**config.mk**
```make
export PLATFORM = sky130hd
export DESIGN_NAME = btn_sampler
export DESIGN_NICKNAME = d
export VERILOG_FILES = /design/src/rtl/btn_sampler_pkg.sv /design/src/rtl/btn_shift.sv /design/src/rtl/btn_sampler.sv
export SDC_FILE = /design/constraint.sdc
export NUM_CORES = 1
export LEC_CHECK = 0
export CORE_UTILIZATION = 55
export CTS_BUF_LIST = sky130_fd_sc_hd__clkbuf_16
export CTS_CLUSTER_SIZE = 20
export DETAILED_ROUTE_END_ITERATION = 12
export PLACE_DENSITY = 0.91
export SYNTH_ARGS = -nofsm -noshare
export SYNTH_HDL_FRONTEND = slang
export SYNTH_SLANG_ARGS = --single-unit
```
**constraint.sdc**
```tcl
create_clock -name clk -period 2.65 [get_ports clk]
set_input_delay 0.265 -clock clk [delete_from_list [all_inputs] [get_ports clk]]
set_output_delay 0.265 -clock clk [all_outputs]
set_load 0.02 [all_outputs]
```
**src/rtl/btn_sampler_pkg.sv**
```systemverilog
// Shared constants for the button input path: history width, default
// divider and button index map, also used by the downstream debouncers.
package btn_sampler_pkg;

  localparam int STEP_W      = 3;
  localparam int DIV_CNT_DEF = 500000;

  localparam int BTN_UP    = 0;
  localparam int BTN_DOWN  = 1;
  localparam int BTN_LEFT  = 2;
  localparam int BTN_RIGHT = 3;
  localparam int BTN_CTR   = 4;

endpackage

```
**src/rtl/btn_shift.sv**
```systemverilog
// One per-button sample history; shifts the new sample in at the top
// only on sample ticks, so bit STEP_W-1 is the newest and bit 0 the oldest.
module btn_shift
  import btn_sampler_pkg::*;
(
  input  logic              clk_i,
  input  logic              rst_i,
  input  logic              clk_en_i,
  input  logic              bit_i,
  output logic [STEP_W-1:0] hist_o
);

  logic [STEP_W-1:0] hist_q;
  logic [STEP_W-1:0] hist_d;

  always_comb begin
    hist_d = hist_q;
    if (clk_en_i) begin
      hist_d = {bit_i, hist_q[STEP_W-1:1]};
    end else begin
      hist_d = hist_q;
    end
  end

  always_ff @(posedge clk_i) begin
    if (rst_i) begin
      hist_q <= {STEP_W{1'b0}};
    end else begin
      hist_q <= hist_d;
    end
  end

  assign hist_o = hist_q;

endmodule

```
**src/rtl/btn_sampler.sv**
```systemverilog
// Button sampler: divides clk into a slow sample tick and keeps a 3-deep
// history per button. Optional macro BTN_SYNC_EN adds a 2-flop input synchronizer.
module btn_sampler
  import btn_sampler_pkg::*;
#(
  parameter int NUM_BTN = 5,
  parameter int DIV_CNT = DIV_CNT_DEF,
  parameter int CNT_W   = 19
) (
  input  logic                      clk,
  input  logic                      rst,
  input  logic [NUM_BTN-1:0]        btn_raw,
  output logic                      clk_en,
  output logic                      clk_en_d,
  output logic [STEP_W*NUM_BTN-1:0] step
);

  localparam logic [CNT_W-1:0] CNT_LAST = CNT_W'(DIV_CNT - 1);

  logic [CNT_W-1:0]   cnt_q;
  logic [CNT_W-1:0]   cnt_d;
  logic               tick_q;
  logic               tick_dly_q;
  logic [NUM_BTN-1:0] btn_in_s;

  always_comb begin
    cnt_d = cnt_q;
    if (cnt_q == CNT_LAST) begin
      cnt_d = {CNT_W{1'b0}};
    end else begin
      cnt_d = cnt_q + {{(CNT_W-1){1'b0}}, 1'b1};
    end
  end

  // Tick is registered off the terminal count; the delayed copy lines up
  // with the history that the tick just shifted.
  always_ff @(posedge clk) begin
    if (rst) begin
      cnt_q      <= {CNT_W{1'b0}};
      tick_q     <= 1'b0;
      tick_dly_q <= 1'b0;
    end else begin
      cnt_q      <= cnt_d;
      tick_q     <= (cnt_q == CNT_LAST);
      tick_dly_q <= tick_q;
    end
  end

`ifdef BTN_SYNC_EN
  logic [NUM_BTN-1:0] sync1_q;
  logic [NUM_BTN-1:0] sync2_q;

  always_ff @(posedge clk) begin
    if (rst) begin
      sync1_q <= {NUM_BTN{1'b0}};
      sync2_q <= {NUM_BTN{1'b0}};
    end else begin
      sync1_q <= btn_raw;
      sync2_q <= sync1_q;
    end
  end

  assign btn_in_s = sync2_q;
`else
  // Without the synchronizer the newest history bit is the only sync stage.
  assign btn_in_s = btn_raw;
`endif

  for (genvar i = 0; i < NUM_BTN; i++) begin : g_btn
    btn_shift u_shift (
      .clk_i    (clk),
      .rst_i    (rst),
      .clk_en_i (tick_q),
      .bit_i    (btn_in_s[i]),
      .hist_o   (step[STEP_W*i +: STEP_W])
    );
  end

  assign clk_en   = tick_q;
  assign clk_en_d = tick_dly_q;

endmodule

```
==> run_results.csv, run 1 <==
group,metric,value,unit
sta,worstMarginPinSlew,0.568,ns
hold_path,hp-class,"flip-flop to flip-flop",
synthesis,syn_avg_cell_area,9.68,um2
run,max_cap_violations,0,
clock_tree,root_buffer,"clkbuf_16",
floorplan,std_cell_rows,18,
floorplan,die_area,2850,um2
power_and_ir_drop,clockPowerShare,0.478,
worst_setup_path,critPathMaxFanout,18,
outcome,status,"finished, final reports clean",
clock_tree,cts_buffers,5,
power_and_ir_drop,pwr-share-seq,0.498,
cells_and_area,areaGrowthSynthToFinish,24.8,%
synthesis,synth.distinct_cells,25,
power_and_ir_drop,switching_power,0.209,mW
synthesis,async_flop_share,0,
clock_tree,clockBufferDepth,2,
synthesis,synth-seq-cells,36,
synthesis,yosysSeqAreaShare,0.497,
worst_setup_path,startpoint,"cnt_q[8]$_SDFF_PP0_",
routing,drt_iter0_drc,36,
global_route,grt_pass1_wl,4730,um
power_and_ir_drop,p_leak,0.641,nW
clock_tree,cts_resized,0,
synthesis,ys_top_cells_by_count,"dfxtp_1 (36), nor2_1 (32), mux2i_1 (15)",
synthesis,synth-edff-count,0,
synthesis,synth_nets,158,
place,numPortBuffers,23,
cells_and_area,nets,182,
global_route,grt_pass1_vias,1063,
cells_and_area,multiInputGateArea,668,um2
power_and_ir_drop,max-vdd-ir-drop,0.000578,V
place,globalplace.congestion,0.885,
sta,timing.final.crit_share,0.705,
synthesis,netlist_area,1450,um2
sta,rsz0062_at_grt,"false",
floorplan,die_w,53.4,um
cells_and_area,regArea,721,um2
worst_setup_path,startpoint_type,"flip-flop",
power_and_ir_drop,combPwrFrac,0.024,
worst_setup_path,worst_ep_required_time,2.79,ns
hold_path,hold_depth,1,
routing,vias,1147,
worst_setup_path,worstSetupPathType,"flip-flop to flip-flop",
sta,hold_viol,0,
cells_and_area,num-fill-cells,178,
routing,routedWlPerCell,14.1,um
cells_and_area,antenna_cells,0,
global_route,grt_use_total,0.241,
clock_tree,tritoncts,"done",
floorplan,boundaryPins,24,
sta,setup_viol,0,
synthesis,ys_warn_count,0,
synthesis,synthFlopType,"dfxtp_1",
place,dp.final_hpwl,1920,um
power_and_ir_drop,power_density,610,nW/um2
routing,via_per_inst,5.60,
clock_tree,cts.htree.levels,2,
cells_and_area,drive_gt1_frac,0.0514,
worst_setup_path,end_kind,"flip-flop",
synthesis,synthCells,150,
sta,finalSetupTns,0,ns
global_route,grt_overflow,0,
sta,relSlewSlack,0.621,
synthesis,synthTopCellsByArea,"dfxtp_1 (50%), mux2i_1 (10%), nor2_1 (8.3%), xor2_1 (6.0%), nand4_1 (5.2%)",
clock_tree,cts_setup_buffers,0,
clock_tree,clkLatencyLatePin,0.27,ns
power_and_ir_drop,swShare,0.189,
synthesis,yosys.area.top_type,"dfxtp_1",
routing,first_pass_iters,6,
worst_setup_path,worst_ep_arrival_time,2.00,ns
power_and_ir_drop,internal_power,0.896,mW
routing,routed_wl,2880,um
floorplan,core,2480,um2
sta,period_needed,1.87,ns
clock_tree,cts.hold.buffers_added,0,
worst_setup_path,r2r_start,"cnt_q[8]$_SDFF_PP0_",
hold_path,hold_path_startpoint,"cnt_q[0]$_SDFF_PP0_",
sta,fmax,535,MHz
synthesis,yosysTopAreaCellShare,0.497,
synthesis,synth.most_common_cell,"dfxtp_1",
floorplan,start_util,0.586,
worst_setup_path,r2r.worst_path.cells,4,
routing,postRouteAntennaNets,0,
sta,maxSlewViolCount,0,
clock_tree,cts_sinks,36,
floorplan,fp.dieH,53.4,um
global_route,antenna_found_initial,0,
global_route,grt_max_degree,20,
routing,drc_errors,0,
sta,fin_skew,0.00217,ns
cells_and_area,post-route-util,0.731,
clock_tree,clk_pin_slew,0.05,ns
[kinds of logic after synthesis]
| family | share of synthesized area |
|---|---|
| and+or+nand+nor | 0.235 |
| DFF | 0.497 |
| muxes | 0.103 |
| xor gates and xnor gates | 0.0784 |
| AOI/OAI and AO/OA | 0.0345 |
| buffers and inverters | 0.0431 |
| adders and majority gates | 0.00862 |
[flip-flops by register name, indices dropped and copies added, names as in the netlist]
register              count
clk_en                    1
cnt_q                    19
clk_en_d                  1
g_btn.u_shift.hist_o     15
[cell type report]
type | count | share of cell area
sequential | 36 | 0.398
clock buffer | 5 | 0.0691
multi-input combinational | 105 | 0.369
timing repair buffer | 25 | 0.135
tap | 30 | 0.0207
inverter | 1 | 0.00207
clock inverter | 3 | 0.00622
[final timing paths]
check                                             to  slack, ns
worst min-delay path             cnt_q[0]$_SDFF_PP0_       0.46
worst max register to register  cnt_q[16]$_SDFF_PP0_       0.78
worst min register to register   cnt_q[0]$_SDFF_PP0_       0.46
worst max-delay path            cnt_q[16]$_SDFF_PP0_       0.78
[power groups by stage]
stage | Clock [mW] | Sequential (mW) | Combinational [mW]
floorplan | 0 | 0.560 | 0.0185
global placement | 0 | 0.560 | 0.0248
detailed placement | 0 | 0.561 | 0.0262
CTS | 0.540 | 0.550 | 0.0264
global route | 0.566 | 0.550 | 0.0295
finish | 0.528 | 0.550 | 0.0261
[routing by layer]
metal  wire length (um)  GRT usage  part of all wire  up-vias
met1               1200      0.250              0.42      524
met5                  0          0                 0        -
met2               1420      0.421              0.49       41
met3                179     0.0690             0.062       12
li1                   -          -                 -      570
met4                 82      0.145             0.028        0
[metrics by stage]
stage / hold WS [ns] / std cells / total power, mW / area (um2) / setup WS, ns
final: 0.465 / 205 / 1.10 / 1810 / 0.782
after global routing: 0.512 / 205 / 1.15 / 1810 / 0.634
after CTS: 0.471 / 205 / 1.12 / 1810 / 0.794
after detailed placement: 0.460 / 197 / 0.587 / 1680 / 0.805
after global placement: 0.440 / 197 / 0.585 / 1680 / 0.881
after floorplan: 0.412 / 150 / 0.579 / 1450 / 1.10
[placed cells by master (no fill, tap or decap), drive strengths merged]
cell type and count:
clkinv 1, nor2 32, nor3 1, or3 4
nand3 5, buf 2, nor2b 1, xor2 10
and4 3, o21ai 4, nor4 2, nand4 12
nand2 3, a41o 1, ha 1, xnor2 3
inv 3, mux2i 15, dfxtp 36, or4b 1
clkdlybuf4s50 23, clkbuf 5, a21oi 4, and3 3
[critical path, cell delays in order (launching register included)]
cell and delay [ns]:
dfxtp_1 0.41, or4b_1 0.48, nor3_2 0.15, a41o_1 0.57, nor2_1 0.12
No activity file was read; power rests on OpenSTA's default activity.
==> inputs of run 2 (changes only) <==
--- a/config.mk
+++ b/config.mk
@@ -5,11 +5,11 @@
 export SDC_FILE = /design/constraint.sdc
 export NUM_CORES = 1
 export LEC_CHECK = 0
-export CORE_UTILIZATION = 55
+export CORE_UTILIZATION = 51
 export CTS_BUF_LIST = sky130_fd_sc_hd__clkbuf_16
 export CTS_CLUSTER_SIZE = 20
 export DETAILED_ROUTE_END_ITERATION = 12
-export PLACE_DENSITY = 0.91
+export PLACE_DENSITY = 0.86
 export SYNTH_ARGS = -nofsm -noshare
 export SYNTH_HDL_FRONTEND = slang
 export SYNTH_SLANG_ARGS = --single-unit
==> constraint.sdc (replaced) <==
create_clock -name clk -period 1.9 [get_ports clk]
set_input_delay 0.19 -clock clk [delete_from_list [all_inputs] [get_ports clk]]
set_output_delay 0.19 -clock clk [all_outputs]
set_load 0.02 [all_outputs]
==> run_results.csv, run 2 (synthesized netlist as in run 1, its figures left out) <==
group,metric,value,unit
worst_setup_path,startpoint,"cnt_q[9]$_SDFF_PP0_",
sta,timing.final.crit_share,0.936,
hold_path,hp-class,"flip-flop to flip-flop",
cells_and_area,drive_gt1_frac,0.0678,
worst_setup_path,reg2reg_setup_slack,0.12,ns
clock_tree,cts_setup_buffers,0,
worst_setup_path,path_cells,"or4b_1, nor3_2, a41o_1, buf_12, nor2_1",
routing,routedWlPerCell,13.9,um
power_and_ir_drop,max-vdd-ir-drop,0.000999,V
global_route,grt_max_degree,19,
sta,maxSlewViolCount,0,
routing,via_per_inst,5.64,
sta,holdWs,0.457,ns
routing,postRouteAntennaNets,0,
run,max_cap_violations,0,
worst_setup_path,startpoint_type,"flip-flop",
global_route,grt_overflow,0,
clock_tree,clockBufferDepth,2,
sta,relSlewSlack,0.736,
clock_tree,cts.htree.levels,2,
place,place_ws,0.218,ns
clock_tree,tritoncts,"done",
clock_tree,cts_buffers,5,
worst_setup_path,timing.rr.end,"cnt_q[11]$_SDFF_PP0_",
cells_and_area,final_common_cell,"dfxtp_1",
sta,finalSetupTns,0,ns
cells_and_area,antenna_cells,0,
sta,worstMarginPinSlew,0.392,ns
cells_and_area,nets,185,
sta,hold_viol,0,
routing,vias,1168,
place,globalplace.congestion,0.781,
worst_setup_path,worst_ep_arrival_time,1.94,ns
floorplan,fp.dieH,55.3,um
worst_setup_path,slowest_delay,0.56,ns
worst_setup_path,worst_ep_required_time,2.06,ns
global_route,grt_pass1_wl,4780,um
power_and_ir_drop,p_leak,0.652,nW
floorplan,std_cell_rows,18,
clock_tree,cts_resized,0,
routing,drt_iter0_drc,26,
global_route,grt_use_total,0.202,
worst_setup_path,worstSetupPathType,"flip-flop to flip-flop",
routing,routed_wl,2890,um
clock_tree,cts_sinks,36,
sta,fmax,562,MHz
cells_and_area,top_register,"cnt_q",
power_and_ir_drop,power_density,840,nW/um2
place,numPortBuffers,23,
floorplan,die_w,55.3,um
floorplan,die_area,3060,um2
routing,first_pass_iters,4,
worst_setup_path,critPathMaxFanout,14,
worst_setup_path,end_kind,"flip-flop",
global_route,grt_pass1_vias,1096,
sta,fin_skew,0.00477,ns
cells_and_area,layout_common_cells,"dfxtp_1 (36), nor2_1 (32), clkdlybuf4s50_1 (23), mux2i_1 (15), nand4_1 (12)",
routing,drc_errors,0,
worst_setup_path,r2r_start,"cnt_q[9]$_SDFF_PP0_",
floorplan,boundaryPins,24,
worst_setup_path,r2r.worst_path.cells,5,
worst_setup_path,endpoint,"cnt_q[11]$_SDFF_PP0_",
cells_and_area,largest_register_ffs,19,
sta,fin_ws,0.122,ns
clock_tree,clkLatencyLatePin,0.28,ns
global_route,antenna_found_initial,0,
power_and_ir_drop,finalPower,1.55,mW
place,dp.final_hpwl,2090,um
sta,setup_viol,0,
floorplan,core,2590,um2
outcome,status,"finished, final reports clean",
floorplan,start_util,0.560,
sta,rsz0062_at_grt,"false",
clock_tree,clk_pin_slew,0.05,ns
clock_tree,root_buffer,"clkbuf_16",
sta,period_needed,1.78,ns
cells_and_area,areaGrowthSynthToFinish,27.0,%
worst_setup_path,cp_slowest_cell,"or4b_1",
clock_tree,cts.hold.buffers_added,0,
run 2: changes by cell type in the layout (fill, tap and decap cells not counted), sizes merged:
cell	before	now
clkinv	1	2
inv	3	1
buf	2	5
run 2: metal layers:
metal  track usage  routed length [um]  vias to the layer above
met5             0                   0                        -
met4        0.0929                  50                        0
met3        0.0679                 131                        8
met2         0.344                1450                       32
met1         0.227                1250                      553
li1              -                   -                      575
run 2: worst max-delay path, delay by kind of cell, from the launching register on:
family	cells	cell delay (ns)
DFF	1	0.34
AOI/OAI and AO/OA	1	0.34
buffers and inverters	1	0.17
and+or+nand+nor	3	0.81
run 2: how the worst min path moves through the flow:
stage                         from                                      end  cells past startpoint
2_1_floorplan           btn_raw[0]  g_btn[0].u_shift.hist_o[2]$_SDFFE_PP0P_                      2
3_3_place_gp   cnt_q[0]$_SDFF_PP0_                      cnt_q[0]$_SDFF_PP0_                      1
3_5_place_dp   cnt_q[0]$_SDFF_PP0_                      cnt_q[0]$_SDFF_PP0_                      1
4_1_cts        cnt_q[0]$_SDFF_PP0_                      cnt_q[0]$_SDFF_PP0_                      1
5_1_grt        cnt_q[0]$_SDFF_PP0_                      cnt_q[0]$_SDFF_PP0_                      1
6_report       cnt_q[0]$_SDFF_PP0_                      cnt_q[0]$_SDFF_PP0_                      1
run 2: power breakdown:
group	internal, mW	switching [mW]
sequential	0.762	0.00537
clock	0.467	0.272
combinational	0.0221	0.0194
total	1.25	0.296
run 2: area by class of cell:
type	instances	area, um2
clock buffers	5	125
clock inverters	2	7.51
fillers	200	747
inverters	1	3.75
multi-input cells	105	668
flip-flops and latches	36	721
well taps	30	37.5
repair buffers	28	280
run 2: through the flow:
step,util,cell area (um2),instances
after floorplan,-,1450,150
after global placement,0.660,1710,200
after detailed placement,0.660,1710,200
after CTS,0.712,1840,207
after global routing,0.712,1840,207
final,0.712,1840,207
==> inputs of run 3 (changes only) <==
--- a/config.mk
+++ b/config.mk
@@ -10,6 +10,7 @@
 export CTS_CLUSTER_SIZE = 20
 export DETAILED_ROUTE_END_ITERATION = 12
 export PLACE_DENSITY = 0.86
+export SLEW_MARGIN = 10
 export SYNTH_ARGS = -nofsm -noshare
 export SYNTH_HDL_FRONTEND = slang
 export SYNTH_SLANG_ARGS = --single-unit
==> results of run 3 <==
The final DEF is identical to that of run 2; final timing and power are the same.
